<file path="src/rtl/sap_control_sequencer.sv">
// ============================================================================
// Module  : sap_control_sequencer
// Brief   : Microcoded fetch/execute control unit for the 8-bit SAP computer.
// Revision: 1.0 - initial release
// ============================================================================
`default_nettype none

module sap_control_sequencer (
  input  logic        clk,
  input  logic        clr_n,
  input  logic [3:0]  opcode,
  input  logic        alu_carry,
  input  logic        alu_zero,
  output logic [15:0] ctrl,
  output logic [2:0]  step,
  output logic        carry_flag,
  output logic        zero_flag,
  output logic        halted
);

  localparam logic [15:0] c_HLT = 16'h0001;
  localparam logic [15:0] c_MI  = 16'h0002;
  localparam logic [15:0] c_RI  = 16'h0004;
  localparam logic [15:0] c_RO  = 16'h0008;
  localparam logic [15:0] c_IO  = 16'h0010;
  localparam logic [15:0] c_II  = 16'h0020;
  localparam logic [15:0] c_AI  = 16'h0040;
  localparam logic [15:0] c_AO  = 16'h0080;
  localparam logic [15:0] c_EO  = 16'h0100;
  localparam logic [15:0] c_SU  = 16'h0200;
  localparam logic [15:0] c_BI  = 16'h0400;
  localparam logic [15:0] c_OI  = 16'h0800;
  localparam logic [15:0] c_CE  = 16'h1000;
  localparam logic [15:0] c_CO  = 16'h2000;
  localparam logic [15:0] c_J   = 16'h4000;
  localparam logic [15:0] c_FI  = 16'h8000;

  localparam logic [3:0] c_OP_NOP = 4'h0;
  localparam logic [3:0] c_OP_LDA = 4'h1;
  localparam logic [3:0] c_OP_ADD = 4'h2;
  localparam logic [3:0] c_OP_SUB = 4'h3;
  localparam logic [3:0] c_OP_STA = 4'h4;
  localparam logic [3:0] c_OP_LDI = 4'h5;
  localparam logic [3:0] c_OP_JMP = 4'h6;
  localparam logic [3:0] c_OP_JC  = 4'h7;
  localparam logic [3:0] c_OP_JZ  = 4'h8;
  localparam logic [3:0] c_OP_OUT = 4'he;
  localparam logic [3:0] c_OP_HLT = 4'hf;

  typedef enum logic [2:0] {
    T0 = 3'd0,
    T1 = 3'd1,
    T2 = 3'd2,
    T3 = 3'd3,
    T4 = 3'd4
  } step_t;

  step_t       r_step;
  step_t       w_step_nxt;
  logic        r_cf;
  logic        r_zf;
  logic        r_halted;
  logic [15:0] w_ctrl;
  logic        w_last;
  logic        w_halt_now;
  logic        w_fi;

  // Microcode decode: control word plus "this is the instruction's last step".
  always_comb begin
    w_ctrl = '0;
    w_last = 1'b0;
    case (r_step)
      T0: w_ctrl = c_CO | c_MI;
      T1: begin
        w_ctrl = c_RO | c_II | c_CE;
        w_last = (opcode == c_OP_NOP) || ((opcode >= 4'h9) && (opcode <= 4'hd));
      end
      T2: begin
        w_last = 1'b1;
        case (opcode)
          c_OP_LDA, c_OP_ADD, c_OP_SUB, c_OP_STA: begin
            w_ctrl = c_IO | c_MI;
            w_last = 1'b0;
          end
          c_OP_LDI: w_ctrl = c_IO | c_AI;
          c_OP_JMP: w_ctrl = c_IO | c_J;
          c_OP_JC:  w_ctrl = c_IO | (r_cf ? c_J : 16'h0000);
          c_OP_JZ:  w_ctrl = c_IO | (r_zf ? c_J : 16'h0000);
          c_OP_OUT: w_ctrl = c_AO | c_OI;
          c_OP_HLT: w_ctrl = c_HLT;
          default:  w_ctrl = '0;
        endcase
      end
      T3: begin
        w_last = 1'b1;
        case (opcode)
          c_OP_LDA: w_ctrl = c_RO | c_AI;
          c_OP_ADD, c_OP_SUB: begin
            w_ctrl = c_RO | c_BI;
            w_last = 1'b0;
          end
          c_OP_STA: w_ctrl = c_AO | c_RI;
          default:  w_ctrl = '0;
        endcase
      end
      T4: begin
        w_last = 1'b1;
        if (opcode == c_OP_ADD)      w_ctrl = c_EO | c_AI | c_FI;
        else if (opcode == c_OP_SUB) w_ctrl = c_EO | c_AI | c_FI | c_SU;
      end
      default: w_last = 1'b1;
    endcase
  end

  assign w_halt_now = (r_step == T2) && (opcode == c_OP_HLT) && !r_halted;
  assign w_fi       = w_ctrl[15] && !r_halted;

  // HLT keeps the step parked at T2 rather than wrapping to T0.
  always_comb begin
    w_step_nxt = r_step;
    if (r_step > T4)
      w_step_nxt = T0;
    else if (r_halted || w_halt_now)
      w_step_nxt = r_step;
    else if (w_last)
      w_step_nxt = T0;
    else
      w_step_nxt = step_t'(r_step + 3'd1);
  end

  always_ff @(posedge clk or negedge clr_n) begin
    if (!clr_n) begin
      r_step   <= T0;
      r_cf     <= 1'b0;
      r_zf     <= 1'b0;
      r_halted <= 1'b0;
    end else begin
      r_step <= w_step_nxt;
      if (w_halt_now)
        r_halted <= 1'b1;
      if (w_fi) begin
        r_cf <= alu_carry;
        r_zf <= alu_zero;
      end
    end
  end

  assign ctrl       = !clr_n ? 16'h0000 : (r_halted ? c_HLT : w_ctrl);
  assign step       = r_step;
  assign carry_flag = r_cf;
  assign zero_flag  = r_zf;
  assign halted     = r_halted;

endmodule

`default_nettype wire

</file>
<file path="config.mk">
export PLATFORM = sky130hd
export DESIGN_NAME = sap_control_sequencer
export DESIGN_NICKNAME = d
export VERILOG_FILES = /design/src/rtl/sap_control_sequencer.sv
export SDC_FILE = /design/constraint.sdc
export NUM_CORES = 1
export LEC_CHECK = 0
export BUFFER_PORTS_ARGS = -buffer_cell sky130_fd_sc_hd__buf_2
export CORE_MARGIN = 2
export CORE_UTILIZATION = 43
export CTS_CLUSTER_SIZE = 25
export DETAILED_ROUTE_END_ITERATION = 12
export PLACE_DENSITY = 0.75
export SLEW_MARGIN = 20
export SYNTH_ARGS = -nofsm -noshare
export SYNTH_HDL_FRONTEND = slang
export SYNTH_SLANG_ARGS = --single-unit
</file>
<file path="constraint.sdc">
create_clock -name clk -period 1.8 [get_ports clk]
set_input_delay 0.09 -clock clk [delete_from_list [all_inputs] [get_ports clk]]
set_output_delay 0.09 -clock clk [all_outputs]
set_load 0.02 [all_outputs]
</file>
==> results.json, run 1 <==
{
  "tightest_slew_ns": 0.349,
  "path_class": "flip-flop to output pin",
  "p_leak_nw": 0.512,
  "timing.fmax_ghz": 0.569,
  "core_um2": 1710,
  "yosysSeqAreaShare": 0.194,
  "p_comb_frac": 0.718,
  "diodes": 0,
  "dr.pass1.iters": 4,
  "hold_slack_ns": 0.0838,
  "port_buffers": 29,
  "swShare": 0.476,
  "clock_power_share": 0.103,
  "powerDensity_nw_per_um2": 1270,
  "wl_per_cell_um": 13.3,
  "clk_latency_ns": 0.26,
  "dp.cells": 144,
  "clock_path_buffers": 2,
  "dpl.hpwl_um": 1420,
  "grt_pass1_wl_um": 2880,
  "cts_buffers": 3,
  "syn_avg_cell_area_um2": 8.13,
  "drive_gt1_frac": 0.504,
  "cts_max_level": 1,
  "layout_min_cycle_time_ns": 1.76,
  "worstSetupStartpointType": "flip-flop",
  "cts.reportedPaths.clkPinSlew_ns": 0.06,
  "nets": 141,
  "grt_max_degree": 14,
  "cts_tree": "built",
  "drt_wl_total_um": 2030,
  "synthToLayoutAreaGrowth_pct": 43.4,
  "p_int_w": 0.000740,
  "hold_viol": 0,
  "yosys_register_bits": 6,
  "grt_overflow_total": 0,
  "yosys_most_used_dff": "dfrtp_1",
  "fin_tns_setup_ns": 0,
  "gr-usage-all-layers": 0.185,
  "clock_sink_count": 6,
  "yosysWarnings": 0,
  "end_kind": "output pin",
  "die_x_um": 46.4,
  "hp-start": "alu_carry",
  "r2r-start": "step[0]",
  "final_cells": 152,
  "switching_power_w": 0.000671,
  "peakVddDrop_v": 0.000732,
  "first_global_vias": 670,
  "layout_common_cells": "24 x buf_2, 13 x nor2_1, 9 x buf_4",
  "power_frac_seq": 0.179,
  "start_util": 0.452,
  "post-route-period-util": 0.977,
  "yosysTopAreaCell": "dfrtp_1",
  "die_area_um2": 2150,
  "cp.arrival_ns": 1.67,
  "drtIter0Drc": 10,
  "grt_antenna_before_repair": 0,
  "root_buffer": "clkbuf_4",
  "synth.distinct_cells": 42,
  "gp_congestion": 0.823,
  "io_pins": 30,
  "die_h_um": 46.4,
  "postRouteAntennaNets": 0,
  "drv_cap": 0,
  "rsz0062_at_grt": "true",
  "finalSetupViolCount": 0,
  "critPathMaxFanout": 4,
  "final_max_slew_viol_count": 0,
  "syn-num-nets": 108,
  "syn_inst": 95,
  "num_vias": 817,
  "synth_top_area_share": 0.194,
  "worstSetupStartpoint": "step[0]",
  "drt-vias-per-instance": 5.38,
  "layout_commonest_cell": "buf_2",
  "synth_edf_count": 0,
  "synthesis.area_um2": 772,
  "status": "finished clean",
  "skew_ns": 0.0185,
  "synthArstFlopShare": 1.00,
  "drc_errors": 0,
  "synthTopCellsByArea": "dfrtp_1 19%, ha_1 8.1%, nor2_1 6.3%",
  "crit_required_ns": 1.71,
  "min_path_type": "input pin to flip-flop",
  "row_count": 15,
  "max_slew_margin": 0.767
}
-- logic make-up (layout without fill, tap and decap cells) --
logic type	count (synthesis)	in the layout	share of synthesized area
mux	2	2	0.0292
compound gates	20	20	0.216
buf+inv	13	45	0.113
simple gates	49	49	0.366
flops	6	6	0.194
fa+ha+maj	5	5	0.0810
-- timing repair --
action                                  in CTS  in global routing
pin swaps                                    5                  4
gates resized for setup                     12                 20
hold buffers                                 1                  0
endpoints found under the hold margin        6                  0
endpoints found under the setup margin       9                  8
setup buffers                                1                  2
-- through the flow --
step                instance area [um2]  utilization  total power, W  worst slack (ns)
global placement                    908        0.532        0.000991            0.0464
detailed placement                  908        0.532         0.00101           0.00649
global route                       1110        0.648         0.00150           -0.0192
floorplan                           778            -        0.000819            0.0157
finish                             1110        0.648         0.00141            0.0422
CTS                                 995        0.582         0.00122           -0.0243
-- cell type report --
cell class,count,area [um2]
multi-input cells,76,656
repair buffers,36,220
clock buffers,4,26.3
fillers,147,601
inverters,5,21.3
well taps,25,31.3
flip-flops and latches,6,153
-- power groups by stage --
stage               sequential (W)  combinational [W]  clock, W
detailed placement        0.000243           0.000767         0
global route              0.000257            0.00110  0.000149
global placement          0.000236           0.000755         0
floorplan                 0.000298           0.000521         0
CTS                       0.000243           0.000835  0.000145
finish                    0.000253            0.00101  0.000145
-- Yosys cell counts (2+ instances only) --
library cell,count
mux2_2,2
dfrtp_1,6
nor4bb_1,2
o21bai_1,2
nand2b_1,2
ha_1,5
and2_1,2
buf_6,2
a211oi_1,2
nor3_1,7
a21oi_1,3
inv_1,5
buf_4,3
nor2b_1,2
or2b_2,2
nand2_1,9
buf_2,2
nor2_1,13
-- flip-flops by register name, summed over array words and instances (netlist names) --
| name | count |
|---|---|
| carry_flag | 1 |
| halted | 1 |
| step | 3 |
| zero_flag | 1 |
-- worst max-delay path, cell delays in order (launching register included) --
cell and delay, ns:
dfrtp_2 0.44, ha_2 0.21, ha_4 0.18, nand2b_4 0.09, inv_1 0.04, o211ai_1 0.18
o21bai_1 0.10, buf_4 0.16
-- routing by layer --
metal,global-route usage,part of all wire
met4,0.0514,0.011
met2,0.336,0.54
met5,0,0
met3,0.0118,0.047
met1,0.231,0.40
-- path summary, 6_finish.rpt --
check	endpoint	slack (ns)	cells after the start
worst min register to register	carry_flag	0.55	1
min in group asynchronous	step[2]	0.30	3
worst max-delay path	ctrl[6]	0.04	7
worst min-delay path	carry_flag	0.08	2
worst max register to register	step[0]	0.05	7
max in group asynchronous	step[1]	1.34	3
No activity file was read; power rests on OpenSTA's default activity.
==> inputs of run 2 (changes only) <==
--- a/config.mk
+++ b/config.mk
@@ -6,11 +6,11 @@
 export NUM_CORES = 1
 export LEC_CHECK = 0
 export BUFFER_PORTS_ARGS = -buffer_cell sky130_fd_sc_hd__buf_2
-export CORE_MARGIN = 2
-export CORE_UTILIZATION = 43
+export CORE_MARGIN = 4
+export CORE_UTILIZATION = 51
 export CTS_CLUSTER_SIZE = 25
 export DETAILED_ROUTE_END_ITERATION = 12
-export PLACE_DENSITY = 0.75
+export PLACE_DENSITY = 0.83
 export SLEW_MARGIN = 20
 export SYNTH_ARGS = -nofsm -noshare
 export SYNTH_HDL_FRONTEND = slang
==> constraint.sdc (replaced) <==
create_clock -name clk -period 2.03 [get_ports clk]
set_input_delay 0.1015 -clock clk [delete_from_list [all_inputs] [get_ports clk]]
set_output_delay 0.1015 -clock clk [all_outputs]
set_load 0.02 [all_outputs]
==> run 2 against run 1 <==
Net effect:
- routed wire length down 6.4%
- combinational power is 30% lower
- die area up 2.3%
- critical path type unchanged
- power decreased by 28%
==> results.json, run 2 (synthesis results as in run 1) <==
{
  "status": "finished clean",
  "p_leak_nw": 0.482,
  "clock_path_buffers": 2,
  "met2WireLength_um": 906,
  "final_max_slew_viol_count": 0,
  "crit_chain": "inv_1 -> ha_2 -> and3b_1 -> a41o_2 -> and2_1 -> buf_2",
  "die_area_um2": 2200,
  "drt_wl_total_um": 1900,
  "io_pins": 30,
  "start_util": 0.565,
  "die_x_um": 46.9,
  "ff2ff_path_depth": 5,
  "largest_reg_flops": 3,
  "gr-usage-all-layers": 0.189,
  "cp.arrival_ns": 1.81,
  "worstSetupStartpoint": "step[0]",
  "highest-signal-layer": "met4",
  "cts.reportedPaths.clkPinSlew_ns": 0.05,
  "max_slew_margin": 0.788,
  "tightest_slew_ns": 0.314,
  "dpl.hpwl_um": 1520,
  "nets": 137,
  "reg2reg_to": "step[0]",
  "grt_pass1_wl_um": 3080,
  "synthToLayoutAreaGrowth_pct": 20.9,
  "grt_max_degree": 14,
  "die_h_um": 46.9,
  "setup_ws_ns": 0.115,
  "path_class": "flip-flop to output pin",
  "drv_cap": 0,
  "route.layer.met1.wl_um": 806,
  "worstSetupStartpointType": "flip-flop",
  "finalSetupViolCount": 0,
  "core_um2": 1370,
  "cts_buffers": 3,
  "hold_viol": 0,
  "layout_common_cells": "28 x buf_2, 13 x nor2_1, 9 x nand2_1",
  "slowest_delay_ns": 0.39,
  "grt_overflow_total": 0,
  "drive_gt1_frac": 0.393,
  "grt_antenna_before_repair": 0,
  "gp_congestion": 0.873,
  "min_path_type": "input pin to flip-flop",
  "postRouteAntennaNets": 0,
  "clock_sink_count": 6,
  "place_worst_setup_slack_ns": 0.226,
  "timing.fmax_ghz": 0.522,
  "drt-vias-per-instance": 5.85,
  "layout_min_cycle_time_ns": 1.91,
  "crit_required_ns": 1.93,
  "fill_cells": 122,
  "skew_ns": 0.00305,
  "first_global_vias": 715,
  "r2r-start": "step[1]",
  "drtIter0Drc": 24,
  "dr.pass1.iters": 4,
  "cts_max_level": 1,
  "root_buffer": "clkbuf_4",
  "port_buffers": 29,
  "cp_slowest_cell": "dfrtp_1",
  "critPathMaxFanout": 8,
  "fin_tns_setup_ns": 0,
  "wl_met3_um": 182,
  "post-route-period-util": 0.943,
  "cts_tree": "built",
  "row_count": 13,
  "regToRegSetupSlack_ns": 0.20,
  "peakVddDrop_v": 0.000745,
  "wl_per_cell_um": 13.9,
  "holdPathStages": 2,
  "end_kind": "output pin",
  "power_w": 0.00102,
  "num_vias": 801,
  "clk_latency_ns": 0.24,
  "powerDensity_nw_per_um2": 1090,
  "drc_errors": 0,
  "layout_commonest_cell": "buf_2",
  "cp-endpoint": "ctrl[0]",
  "diodes": 0
}
==> run 2: layer usage <==
layer,track usage,vias to the layer above
met5,0,-
met4,0.0608,0
met3,0.0268,2
met2,0.312,44
met1,0.254,365
li1,-,390
==> run 2: worst min-delay path by stage <==
| stage | startpoint | to | slack, ns |
|---|---|---|---|
| detailed placement | clr_n | step[1] | -0.05 |
| global route | alu_carry | carry_flag | 0.11 |
| CTS | alu_zero | zero_flag | 0.1 |
| floorplan | clr_n | carry_flag | -0.19 |
| finish | alu_zero | zero_flag | 0.1 |
| global placement | clr_n | step[1] | -0.05 |
==> run 2: power breakdown <==
group / switching, W / total (W) / internal, W / leakage (nW)
registers: 0.0000409 / 0.000209 / 0.000168 / 0.0779
logic: 0.000412 / 0.000702 / 0.000290 / 0.390
clock network: 0.0000412 / 0.000108 / 0.0000668 / 0.0138
total: 0.000494 / 0.00102 / 0.000525 / 0.482
==> run 2: layout make-up <==
cell class                 count  area, um2  share of cell area
multi-input combinational     76        551               0.590
clock buffer                   3       22.5              0.0241
inverter                       5       18.8              0.0201
sequential                     6        150               0.161
tap                           15       18.8              0.0201
timing repair buffer          32        173               0.185
==> run 2: repair_timing <==
action,in CTS,in global routing
gates resized for setup,0,6
endpoints found under the setup margin,0,5
setup buffers,0,1
hold endpoints to repair,6,0
hold buffers,1,0
==> run 2: stage by stage <==
| stage | area (um2) | hold slack, ns | cells | utilization |
|---|---|---|---|---|
| floorplan | 772 | -0.194 | 95 | - |
| global placement | 875 | -0.0544 | 132 | 0.640 |
| detailed placement | 875 | -0.0517 | 132 | 0.640 |
| CTS | 907 | 0.0964 | 136 | 0.664 |
| global route | 933 | 0.105 | 137 | 0.683 |
| finish | 933 | 0.0996 | 137 | 0.683 |
==> run 2: worst max-delay path: cells and delay by family, from the launching register on <==
kind	cells	cell delay, ns
buf+inv	2	0.25
simple gates	2	0.38
compound gates	1	0.34
flops	1	0.39
fa+ha+maj	1	0.22
==> inputs of run 3 (changes only) <==
--- a/config.mk
+++ b/config.mk
@@ -6,6 +6,7 @@
 export NUM_CORES = 1
 export LEC_CHECK = 0
 export BUFFER_PORTS_ARGS = -buffer_cell sky130_fd_sc_hd__buf_2
+export CAP_MARGIN = 10
 export CORE_MARGIN = 4
 export CORE_UTILIZATION = 51
 export CTS_CLUSTER_SIZE = 25
==> constraint.sdc (replaced) <==
create_clock -name clk -period 2.03 [get_ports clk]
set_input_delay 0.1015 -clock clk [delete_from_list [all_inputs] [get_ports clk]]
set_output_delay 0.1015 -clock clk [all_outputs]
set_load 0.01 [all_outputs]
==> run 3 against run 2 <==
Net effect:
- register-to-register slack about the same
- worst setup slack got worse by 0.0083 ns
- clock skew about the same
- count of clock-buffer cells in the layout unchanged
- critical path type unchanged
- highest routed layer unchanged
- clock power about the same
- power decreased by 7.7%
- sequential power about the same
- critical path depth unchanged
- fmax decreased by 0.43%
- largest power group unchanged
==> results.json, run 3 (synthesis results as in run 1) <==
{
  "nets": 136,
  "layout_commonest_cell": "buf_2",
  "layout_common_cells": "29 x buf_2, 13 x nor2_1, 9 x nand2_1",
  "fin_tns_setup_ns": 0,
  "max_slew_margin": 0.790,
  "final_max_slew_viol_count": 0,
  "tightest_slew_ns": 0.311,
  "largest_reg_flops": 3,
  "multi_input_area_um2": 551,
  "wl_per_cell_um": 13.7,
  "fill_cells": 124,
  "post-route-period-util": 0.947,
  "cts_max_level": 1,
  "finalSetupViolCount": 0,
  "port_buffers": 29,
  "num_vias": 791,
  "die_x_um": 46.9,
  "first_global_vias": 715,
  "dpl.hpwl_um": 1520,
  "gr-usage-all-layers": 0.189,
  "rsz0062_at_grt": "false",
  "gp_congestion": 0.873,
  "drt-vias-per-instance": 5.82,
  "diodes": 0,
  "cts_tree": "built",
  "cts.reportedPaths.clkPinSlew_ns": 0.05,
  "p_leak_nw": 0.477,
  "crit_chain": "inv_1 -> ha_2 -> and3b_1 -> a41o_2 -> and2_1 -> buf_2",
  "end_kind": "output pin",
  "root_buffer": "clkbuf_4",
  "row_count": 13,
  "cp_slowest_cell": "dfrtp_1",
  "die_area_um2": 2200,
  "start_util": 0.565,
  "hp-start": "alu_zero",
  "path_delay_family": "flip-flops",
  "min_path_type": "input pin to flip-flop",
  "status": "finished clean",
  "dr.pass1.iters": 4,
  "grt_overflow_total": 0,
  "path_class": "flip-flop to output pin",
  "core_um2": 1370,
  "grt_max_degree": 14,
  "cp.arrival_ns": 1.82,
  "clock_sink_count": 6,
  "peakVddDrop_v": 0.000710,
  "regToRegSetupSlack_ns": 0.21,
  "grt_pass1_wl_um": 3080,
  "cts_buffers": 3,
  "grt_antenna_before_repair": 0,
  "die_h_um": 46.9,
  "cts_setup_buffers": 0,
  "drt_wl_total_um": 1870,
  "critPathBufInv": 2,
  "timing.fmax_ghz": 0.520,
  "slowest_delay_ns": 0.41,
  "crit_required_ns": 1.93,
  "clock_path_buffers": 2,
  "io_pins": 30,
  "drv_cap": 0,
  "layout_min_cycle_time_ns": 1.92,
  "postRouteAntennaNets": 0,
  "drive_gt1_frac": 0.388,
  "synthToLayoutAreaGrowth_pct": 19.6,
  "powerDensity_nw_per_um2": 1020,
  "skew_ns": 0.00304,
  "r2r-start": "step[0]",
  "critPathMaxFanout": 8,
  "seqCellArea_um2": 150,
  "worstSetupStartpointType": "flip-flop",
  "clk_latency_ns": 0.24,
  "hold_slack_ns": 0.0996,
  "drc_errors": 0,
  "hold_viol": 0,
  "worstSetupStartpoint": "step[0]",
  "drtIter0Drc": 22
}
run 3: cell count changes in the layout (fill, tap and decap cells not counted):
cell	before	now
buf_4	3	1
buf_2	28	29
run 3: layout make-up:
class,instances,area share
well taps,15,0.0203
clock buffers,3,0.0244
inverters,5,0.0203
multi-input cells,76,0.596
flip-flops and latches,6,0.163
repair buffers,31,0.176
run 3: worst paths after layout:
kind | endpoint | cells past startpoint
worst max-delay path | ctrl[0] | 6
worst min-delay path | zero_flag | 2
worst max register to register | step[0] | 5
worst min register to register | zero_flag | 1
max in group asynchronous | halted | 2
min in group asynchronous | step[1] | 2
run 3: per-stage QoR:
stage | instance area [um2] | utilization | std cells | total power [W] | worst slack (ns)
after floorplan | 772 | - | 95 | 0.000660 | 0.290
after global placement | 875 | 0.640 | 132 | 0.000796 | 0.286
after detailed placement | 875 | 0.640 | 132 | 0.000818 | 0.226
after CTS | 907 | 0.664 | 136 | 0.000929 | 0.0391
after global routing | 923 | 0.676 | 136 | 0.00103 | 0.0129
final | 923 | 0.676 | 136 | 0.000941 | 0.107
run 3: power by group:
| part | leakage [nW] | internal (W) | switching (W) |
|---|---|---|---|
| Sequential | 0.0779 | 0.000168 | 0.0000430 |
| Clock | 0.0138 | 0.0000668 | 0.0000412 |
| Combinational | 0.385 | 0.000279 | 0.000343 |
| Total | 0.477 | 0.000514 | 0.000427 |
run 3: what timing repair did:
action / CTS / global route
resized for setup: 0 / 5
hold buffers: 1 / 0
setup endpoints to repair: 0 / 3
hold endpoints to repair: 6 / 0
run 3: layer usage:
metal,track usage,part of all wire,up-vias,wire length [um]
li1,-,-,393,-
met1,0.254,0.45,360,841
met2,0.312,0.46,36,857
met3,0.0268,0.079,2,148
met4,0.0608,0.011,0,21
met5,0,0,-,0
